[src/rtl/speechrec_pkg.sv]
// Shared state encoding and SPI framing constants for the speech-recognition audio link.
package speechrec_pkg;

    localparam logic [1:0] SPI_MODE       = 2'd0;
    localparam logic       SCK_IDLE_LEVEL = SPI_MODE[1];

    typedef enum logic [3:0] {
        IDLE      = 4'd0,
        RECEIVE   = 4'd1,
        PROCESS   = 4'd2,
        WAIT_TX   = 4'd3,
        TRANSMIT  = 4'd4,
        WAIT_ECHO = 4'd5,
        ECHO      = 4'd6,
        CHECK     = 4'd7
    } link_state_t;

endpackage

[src/rtl/spi_sync_shifter.sv]
// Pin synchronisers, registered edge detection, bit counting and MSB-first word assembly
// for the SPI slave inputs.
module spi_sync_shifter
    import speechrec_pkg::*;
#(
    parameter int WORD_W = 32
) (
    input  logic              clk,
    input  logic              reset,
    input  logic              sck,
    input  logic              sdi,
    input  logic              ss,
    input  logic              hold,
    output logic              sck_fall,
    output logic              ss_rise,
    output logic              ss_fall,
    output logic              word_done,
    output logic [WORD_W-1:0] rx_word
);

    localparam int CNT_W = $clog2(WORD_W);
    localparam int SCK   = 0;
    localparam int SDI   = 1;
    localparam int SS    = 2;
    // ss resets high so a frame already in progress when reset lifts never looks like a new frame
    localparam logic [2:0] PIN_RESET = {1'b1, 1'b0, SCK_IDLE_LEVEL};

    logic [2:0]        pin_meta_reg;
    logic [2:0]        pin_sync_reg;
    logic [2:0]        pin_prev_reg;
    logic              sck_rise_reg;
    logic              sck_fall_reg;
    logic              ss_rise_reg;
    logic              ss_fall_reg;
    logic [CNT_W-1:0]  bit_cnt_reg;
    logic [WORD_W-2:0] rx_reg;
    logic              bit_strobe;

    always_ff @(posedge clk or posedge reset) begin
        if (reset) begin
            pin_meta_reg <= PIN_RESET;
            pin_sync_reg <= PIN_RESET;
            pin_prev_reg <= PIN_RESET;
            sck_rise_reg <= 1'b0;
            sck_fall_reg <= 1'b0;
            ss_rise_reg  <= 1'b0;
            ss_fall_reg  <= 1'b0;
        end else begin
            pin_meta_reg <= {ss, sdi, sck};
            pin_sync_reg <= pin_meta_reg;
            pin_prev_reg <= pin_sync_reg;
            sck_rise_reg <= pin_sync_reg[SCK] & ~pin_prev_reg[SCK];
            sck_fall_reg <= ~pin_sync_reg[SCK] & pin_prev_reg[SCK];
            ss_rise_reg  <= pin_sync_reg[SS] & ~pin_prev_reg[SS];
            ss_fall_reg  <= ~pin_sync_reg[SS] & pin_prev_reg[SS];
        end
    end

    // pin_prev_reg lines up sdi and the ss level with the registered edge pulses
    assign bit_strobe = sck_rise_reg & pin_prev_reg[SS] & ~hold & ~ss_fall_reg;
    assign word_done  = bit_strobe && (bit_cnt_reg == CNT_W'(WORD_W - 1));
    assign rx_word    = {rx_reg, pin_prev_reg[SDI]};
    assign sck_fall   = sck_fall_reg;
    assign ss_rise    = ss_rise_reg;
    assign ss_fall    = ss_fall_reg;

    always_ff @(posedge clk or posedge reset) begin
        if (reset) begin
            bit_cnt_reg <= '0;
            rx_reg      <= '0;
        end else if (hold || ss_fall_reg) begin
            bit_cnt_reg <= '0;
        end else if (bit_strobe) begin
            rx_reg      <= rx_word[WORD_W-2:0];
            bit_cnt_reg <= word_done ? '0 : bit_cnt_reg + 1'b1;
        end
    end

endmodule

[src/rtl/spi_audio_link.sv]
// SPI-slave audio link: stores N_SAMPLES words into sample memory, returns the matcher
// result to the master and verifies its echo with bounded retries.
module spi_audio_link
    import speechrec_pkg::*;
#(
    parameter int WORD_W    = 32,
    parameter int SAMPLE_W  = 10,
    parameter int N_SAMPLES = 1000,
    parameter int MAX_RETRY = 3,
    parameter int ADDR_W    = $clog2(N_SAMPLES)
) (
    input  logic                clk,
    input  logic                reset,
    input  logic                sck,
    input  logic                sdi,
    input  logic                ss,
    output logic                sdo,
    input  logic [WORD_W-1:0]   result,
    input  logic                result_valid,
    output logic                wr_en,
    output logic [ADDR_W-1:0]   wr_addr,
    output logic [SAMPLE_W-1:0] wr_data,
    output logic                input_ready,
    output logic                confirmed,
    output logic                failed,
    output logic [3:0]          state
);

    localparam int CNT_W   = $clog2(N_SAMPLES + 1);
    localparam int RETRY_W = (MAX_RETRY > 0) ? $clog2(MAX_RETRY + 1) : 1;

    link_state_t         state_reg;
    link_state_t         state_next;
    logic [CNT_W-1:0]    sample_cnt_reg;
    logic [RETRY_W-1:0]  retry_cnt_reg;
    logic [WORD_W-1:0]   result_reg;
    logic [WORD_W-1:0]   tx_reg;
    logic                match_reg;
    logic                wr_en_reg;
    logic [ADDR_W-1:0]   wr_addr_reg;
    logic [SAMPLE_W-1:0] wr_data_reg;
    logic                input_ready_reg;
    logic                confirmed_reg;
    logic                failed_reg;

    logic                hold;
    logic                sck_fall;
    logic                ss_rise;
    logic                ss_fall;
    logic                word_done;
    logic [WORD_W-1:0]   rx_word;
    logic                last_sample;
    logic                retry_left;

    // Bit counting is frozen outside the two receiving states, except on the ss rise that opens one
    assign hold = !(state_reg == RECEIVE || state_reg == ECHO) && !ss_rise;

    spi_sync_shifter #(
        .WORD_W (WORD_W)
    ) u_shifter (
        .clk       (clk),
        .reset     (reset),
        .sck       (sck),
        .sdi       (sdi),
        .ss        (ss),
        .hold      (hold),
        .sck_fall  (sck_fall),
        .ss_rise   (ss_rise),
        .ss_fall   (ss_fall),
        .word_done (word_done),
        .rx_word   (rx_word)
    );

    assign last_sample = (sample_cnt_reg == CNT_W'(N_SAMPLES - 1));
    assign retry_left  = (retry_cnt_reg < RETRY_W'(MAX_RETRY));

    always_ff @(posedge clk or posedge reset) begin
        if (reset) begin
            state_reg <= IDLE;
        end else begin
            state_reg <= state_next;
        end
    end

    always_comb begin
        state_next = state_reg;
        case (state_reg)
            IDLE:      if (ss_rise) state_next = RECEIVE;
            RECEIVE:   if (word_done && last_sample) state_next = PROCESS;
            PROCESS:   if (result_valid) state_next = WAIT_TX;
            WAIT_TX:   if (ss_rise) state_next = TRANSMIT;
            TRANSMIT:  if (ss_fall) state_next = WAIT_ECHO;
            WAIT_ECHO: if (ss_rise) state_next = ECHO;
            ECHO:      if (word_done || ss_fall) state_next = CHECK;
            CHECK:     state_next = (!match_reg && retry_left) ? WAIT_TX : IDLE;
            default:   state_next = IDLE;
        endcase
    end

    always_ff @(posedge clk or posedge reset) begin
        if (reset) begin
            sample_cnt_reg  <= '0;
            retry_cnt_reg   <= '0;
            result_reg      <= '0;
            tx_reg          <= '0;
            match_reg       <= 1'b0;
            wr_en_reg       <= 1'b0;
            wr_addr_reg     <= '0;
            wr_data_reg     <= '0;
            input_ready_reg <= 1'b0;
            confirmed_reg   <= 1'b0;
            failed_reg      <= 1'b0;
        end else begin
            wr_en_reg     <= 1'b0;
            confirmed_reg <= 1'b0;
            failed_reg    <= 1'b0;
            if (state_next == IDLE) begin
                input_ready_reg <= 1'b0;
            end
            case (state_reg)
                IDLE: begin
                    sample_cnt_reg <= '0;
                    retry_cnt_reg  <= '0;
                end
                RECEIVE: begin
                    if (word_done) begin
                        wr_en_reg      <= 1'b1;
                        wr_addr_reg    <= sample_cnt_reg[ADDR_W-1:0];
                        wr_data_reg    <= rx_word[SAMPLE_W-1:0];
                        sample_cnt_reg <= sample_cnt_reg + 1'b1;
                        if (last_sample) begin
                            input_ready_reg <= 1'b1;
                        end
                    end
                end
                PROCESS: begin
                    if (result_valid) begin
                        result_reg <= result;
                        tx_reg     <= result;
                    end
                end
                TRANSMIT: begin
                    // Reload on frame end so a retry starts again from the MSB
                    if (ss_fall) begin
                        tx_reg <= result_reg;
                    end else if (sck_fall) begin
                        tx_reg <= {tx_reg[WORD_W-2:0], 1'b0};
                    end
                end
                ECHO: begin
                    if (word_done) begin
                        match_reg <= (rx_word == result_reg);
                    end else if (ss_fall) begin
                        match_reg <= 1'b0;
                    end
                end
                CHECK: begin
                    if (match_reg) begin
                        confirmed_reg <= 1'b1;
                    end else if (retry_left) begin
                        retry_cnt_reg <= retry_cnt_reg + 1'b1;
                    end else begin
                        failed_reg <= 1'b1;
                    end
                end
                default: ;
            endcase
        end
    end

    assign sdo         = (state_reg == WAIT_TX || state_reg == TRANSMIT) ? tx_reg[WORD_W-1] : 1'b0;
    assign wr_en       = wr_en_reg;
    assign wr_addr     = wr_addr_reg;
    assign wr_data     = wr_data_reg;
    assign input_ready = input_ready_reg;
    assign confirmed   = confirmed_reg;
    assign failed      = failed_reg;
    assign state       = state_reg;

endmodule

[config.mk]
export PLATFORM = sky130hd
export DESIGN_NAME = spi_audio_link
export DESIGN_NICKNAME = d
export VERILOG_FILES = /design/src/rtl/speechrec_pkg.sv /design/src/rtl/spi_sync_shifter.sv /design/src/rtl/spi_audio_link.sv
export SDC_FILE = /design/constraint.sdc
export NUM_CORES = 1
export LEC_CHECK = 0
export BUFFER_PORTS_ARGS = -buffer_cell sky130_fd_sc_hd__clkbuf_2
export CORE_ASPECT_RATIO = 1.25
export CORE_MARGIN = 1.5
export CORE_UTILIZATION = 55
export CTS_CLUSTER_SIZE = 40
export DETAILED_ROUTE_END_ITERATION = 8
export HOLD_SLACK_MARGIN = 0.15
export PLACE_DENSITY = 0.75
export SLEW_MARGIN = 20
export SYNTH_ARGS = -nofsm -noshare
export SYNTH_HDL_FRONTEND = slang
export SYNTH_SLANG_ARGS = --single-unit
[constraint.sdc]
create_clock -name clk -period 11.65 [get_ports clk]
set_clock_uncertainty 0.2 [all_clocks]
set_input_delay 3.495 -clock clk [delete_from_list [all_inputs] [get_ports clk]]
set_output_delay 3.495 -clock clk [all_outputs]
set_load 0.02 [all_outputs]
; Word level (Yosys, flattened, before mapping)
; Index checks and enable logic that the tools add are counted.
[word_totals]
out_inout_bits = 29
regBits = 154
input_bits = 38
elab_cells = 114
[op_classes]
reduce_logical = 25
bitwise_logic = 14
addsub = 3
order_cmp = 1
n_eq_ne = 15
mux = 35
[ops]
columns = cell, count
row1 = $mux 32, 3
row2 = $pmux 32 s2, 1
row3 = $eq 32x32->1, 1
row4 = $pmux 4 s8, 1
row5 = $mux 4, 7
row6 = $pmux 10 s2, 1
row7 = $eq 4x3->1 const B, 4
row8 = $mux 5, 3
row9 = $mux 1, 14
row10 = $add 10x1->10 const B, 1
row11 = $eq 10x10->1 const B, 1
row12 = $mux 10, 1
row13 = $reduce_and 2->1, 5
row14 = $reduce_bool 2->1, 5
row15 = $eq 4x2->1 const B, 2
row16 = $logic_not 4->1, 2
row17 = $and 1x1->1, 7
row18 = $not 1->1, 7
row19 = $mux 2, 3
row20 = $ne 2x2->1 const B, 3
row21 = $reduce_and 3->1, 2
row22 = $add 5x1->5 const B, 1
row23 = $eq 5x5->1 const B, 1
row24 = $eq 4x1->1 const B, 1
row25 = 8 further kinds, 16

; Depth between registers and ports, before layout
[depth]
word_depth = 16
ltp_mapped = 10
ltp_nobuf = 8

; Cells and area by module
; From an unflattened synthesis, not the netlist that was laid out.
[unflattened]
cells_unflattened = 614
hier_area_um2 = 7204.4
[modules_own_cells]
columns = mod, n_inst, area_per_inst_um2, cells_per_inst, seq_area_each_um2
row1 = spi_audio_link, 1, 5371.4, 499, 2627.5
row2 = spi_sync_shifter, 1, 1833.0, 115, 1229.9

; Least setup slack after synthesis
; OpenSTA, ideal clock, no wires.
[synth_timing]
path_type = reg2out
from = register state_reg[1], in the netlist state[1]
to = output sdo
path_buffers = 1
required_ps = 7955
arrival_time_ps = 1589
path_stages_with_launch = 6
slack_ps = 6366
cell_sequence = dfrtp_1 > clkbuf_1 > nand2_1 > nor2_1 > a21oi_1 > nor3b_1
[synth_between]
elab_chain_cells = 3
elab_cells_between_ends = 4
cone_classes = eq/ne: 2 / mux: 1 / reduce/logical: 1
[synth_lines]
columns = item, line
row1 = from (decl), spi_audio_link.sv:32  ; link_state_t state_reg;
row2 = from (signal assigned), spi_audio_link.sv:81  ; state_reg <= state_next;
row3 = $eq 4x2->1 / $eq 4x3->1 (equally long branches), spi_audio_link.sv:171  ; assign sdo = (state_reg == WAIT_TX || state_reg == TRANSMIT) ? tx_reg[WORD_W-1] : 1'b0;
row4 = $logic_or 1x1->1 *, spi_audio_link.sv:171
row5 = $mux 1 *, spi_audio_link.sv:171
row6 = to (decl), spi_audio_link.sv:17  ; output logic sdo,
; Mark *: on every way between the ends. The rest lies on a longest branch, timed or not.

; Final worst setup path
; Same ends and word-level chain as after synthesis.

==> results.toml <==
[critical_path]
worst-path-stages = 5
start_kind = "flop"
cp-end-kind = "primary output"
r2r_cells = 3
crit_fanout = 16
critPathKind = "flop to primary output"
crit_chain = "nand2_1, nor2_1, a21oi_1, nor3b_1, clkbuf_2"
reg2reg_to = "u_shifter.rx_reg[28]"
ff2ff_setup_slack_ns = 8.55
path_buf_inv = 1
critPathTopFamily = "flip-flops"
critPathMaxStageDelay_ns = 0.63
worstPathArrival_ns = 1.77
reg2reg_from = "u_shifter.ss_fall"
cp_data_required_time_ns = 7.96
crit_slowest_cell = "dfrtp_1"

[global_routing]
grt_pass1_vias = 4989
grt_usage_pct = 23.23
overflow = 0
grt_pass1_wl_um = 24760
grt_max_degree = 95
antenna_found_initial = 0

[pwr]
seq_power_share_pct = 48.0
clkPwrFrac_pct = 47.8
p_comb_share_pct = 4.2
switching_share_pct = 21.63
peakVddDrop_v = 0.00009649
p_leak_nw = 4.034
power_density_nw_per_um2 = 140.9
switching_power_w = 0.0002491
p_int_w = 0.0009027
total_power_w = 0.001152

[placement]
post-dp-hpwl_um = 9345
place.gp.congestion = 0.7936
port_buffers = 66

[routing]
vias = 4929
wl_per_cell_um = 16.16
ant_nets = 0
drt-initial-drc-count = 247
drc_errors = 0
routed_via_density = 5.532
routed_wl_um = 14400
firstDrtPassIters = 4

[hold_path]
min_from = "u_shifter.pin_meta_reg[2]"
whs_path_depth = 0
hp-class = "flop to flop"
whs_endpoint = "u_shifter.pin_sync_reg[2]"

[logic_synthesis]
async_reset_ff_share_pct = 100.0
synth_sequential_area_ratio_pct = 54.15
ys_top_cells_by_count = "dfrtp_1, nand2_1, o21ai_0"
yosysTopAreaCell = "dfrtp_1"
synthDominantCellAreaShare_pct = 53.05
syn-num-nets = 694
syn_inst = 652
yosysUniqueCellTypes = 52
synth_area_leaders = "dfrtp_1, nand2_1, mux2_4"
synth_edf_count = 0
syn_avg_cell_area_um2 = 10.92
syn_area_um2 = 7123
ys_seq_elements = 154
synth.most_common_cell = "dfrtp_1"
synth_ff_type = "dfrtp_1"
ys_warn_count = 0

[clock_tree]
cts_sinks = 154
cts_max_level = 4
cts_root_buf = "clkbuf_16"
cts_tree = "built"
path_clk_slew_ns = 0.06
numCtsBuffers = 17
clockBufferDepth = 2
post_cts_buffers = 0
insertion_delay_ns = 0.42

[timing]
fin_crit_ns = 5.461
final.setup.tns_ns = 0
slew_viol_final = 0
slew_headroom_pct = 25.85
finalCritPeriodShare_pct = 46.87
fmax_mhz = 183.1
worst_pin_slew_ns = 1.112
rsz0062_at_grt = "no"
finalSetupViolations = 0
hold_violations = 0

[final_layout]
syn2layout_area_growth_pct = 14.74
final_core_util_pct = 64.55
drive_gt1_share_pct = 24.62
filler_cell_count = 990
fin_nets = 752
diodes = 0

[floorplan]
pin_count = 67
die-area_um2 = 13650
num_rows = 46
core-area_um2 = 12660
die_w_um = 104.8
fp.dieH_um = 130.2
start_util_pct = 56.25

[job]
maxCapViolations = 0

[outcome]
outcome = "completed"
## power by group through the flow
stage | Sequential (W) | Combinational, W | Clock (W)
global placement | 0.000562 | 0.0000479 | 0
global route | 0.000554 | 0.0000542 | 0.000584
CTS | 0.000553 | 0.0000499 | 0.000561
finish | 0.000553 | 0.0000488 | 0.000550
floorplan | 0.000557 | 0.0000347 | 0
detailed placement | 0.000562 | 0.0000489 | 0
## worst reg2reg max path, delay by kind of cell, from the launching register on
kind,cells,cell delay (ns)
AO/OA/AOI/OAI,1,0.35
AND/OR/NAND/NOR,1,0.91
multiplexers,1,0.41
flip-flops,1,1.10
## how the worst max path moves through the flow
stage	start	end	slack, ns
4_1_cts	state[1]	sdo	6.15
6_report	state[1]	sdo	6.19
2_1_floorplan	reset	confirmed	3.81
3_5_place_dp	result_valid	tx_reg[21]	6.21
3_3_place_gp	result_valid	tx_reg[24]	6.29
5_1_grt	state[1]	sdo	6.03
## per-layer routing
| layer | track usage (%) | vias to the layer above | share of wire [%] |
|---|---|---|---|
| met2 | 39.14 | 94 | 50 |
| met1 | 30.10 | 2451 | 45 |
| met5 | 0 | - | 0 |
| met4 | 7.736 | 0 | 1.9 |
| met3 | 5.095 | 25 | 3.1 |
| li1 | - | 2359 | - |
## logic make-up after synthesis
group                      Yosys count  synth area share [%]
buffers and inverters               40                 2.705
DFF                                154                 54.15
xor gates and xnor gates            40                 4.918
muxes                               96                 16.14
and+or+nand+nor                    222                 14.07
other                                1               0.05265
adders and majority gates            4                0.7026
AOI/OAI and AO/OA                   95                 7.255
## cell type report
class / count / area (um^2) / share of cell area (%)
clock buffers: 18 / 439.2 / 5.374
clock inverters: 14 / 153.9 / 1.883
inverters: 4 / 20.02 / 0.2449
multi-input cells: 458 / 3085 / 37.75
flip-flops and latches: 154 / 3859 / 47.21
well taps: 168 / 210.2 / 2.572
repair buffers: 75 / 405.4 / 4.960
## through the flow
stage / hold slack, ns / area, um^2 / setup slack [ns] / cells
3_5_place_dp: 0.1347 / 7550 / 6.207 / 856
5_1_grt: 0.1607 / 8173 / 6.034 / 891
3_3_place_gp: 0.1352 / 7550 / 6.293 / 856
4_1_cts: 0.1603 / 8173 / 6.147 / 891
2_1_floorplan: 0.1312 / 7123 / 3.810 / 652
6_report: 0.1579 / 8173 / 6.189 / 891
## timing repair
action                                  CTS  global route
endpoints found under the hold margin     3             0
hold buffers                              3             0
endpoints found under the setup margin    0             0
resized for setup                         0             0
## cells in the final DEF, fill, tap and decap left out, types with 6 or more instances in the layout
cell       instances
nor2_1            20
nand3_1            6
mux2_2            33
o21ai_0           46
nand2_1          139
xor2_1            10
mux2i_1           32
dfrtp_1          150
buf_4              6
clkinv_2           8
xnor2_1           30
clkbuf_16         17
a21oi_1           12
nor3_1             8
o21ai_1           23
nand4_1           11
nor2b_1            9
mux2_4            29
clkbuf_2          66
Note: power is estimated with default switching activity, not from simulation.
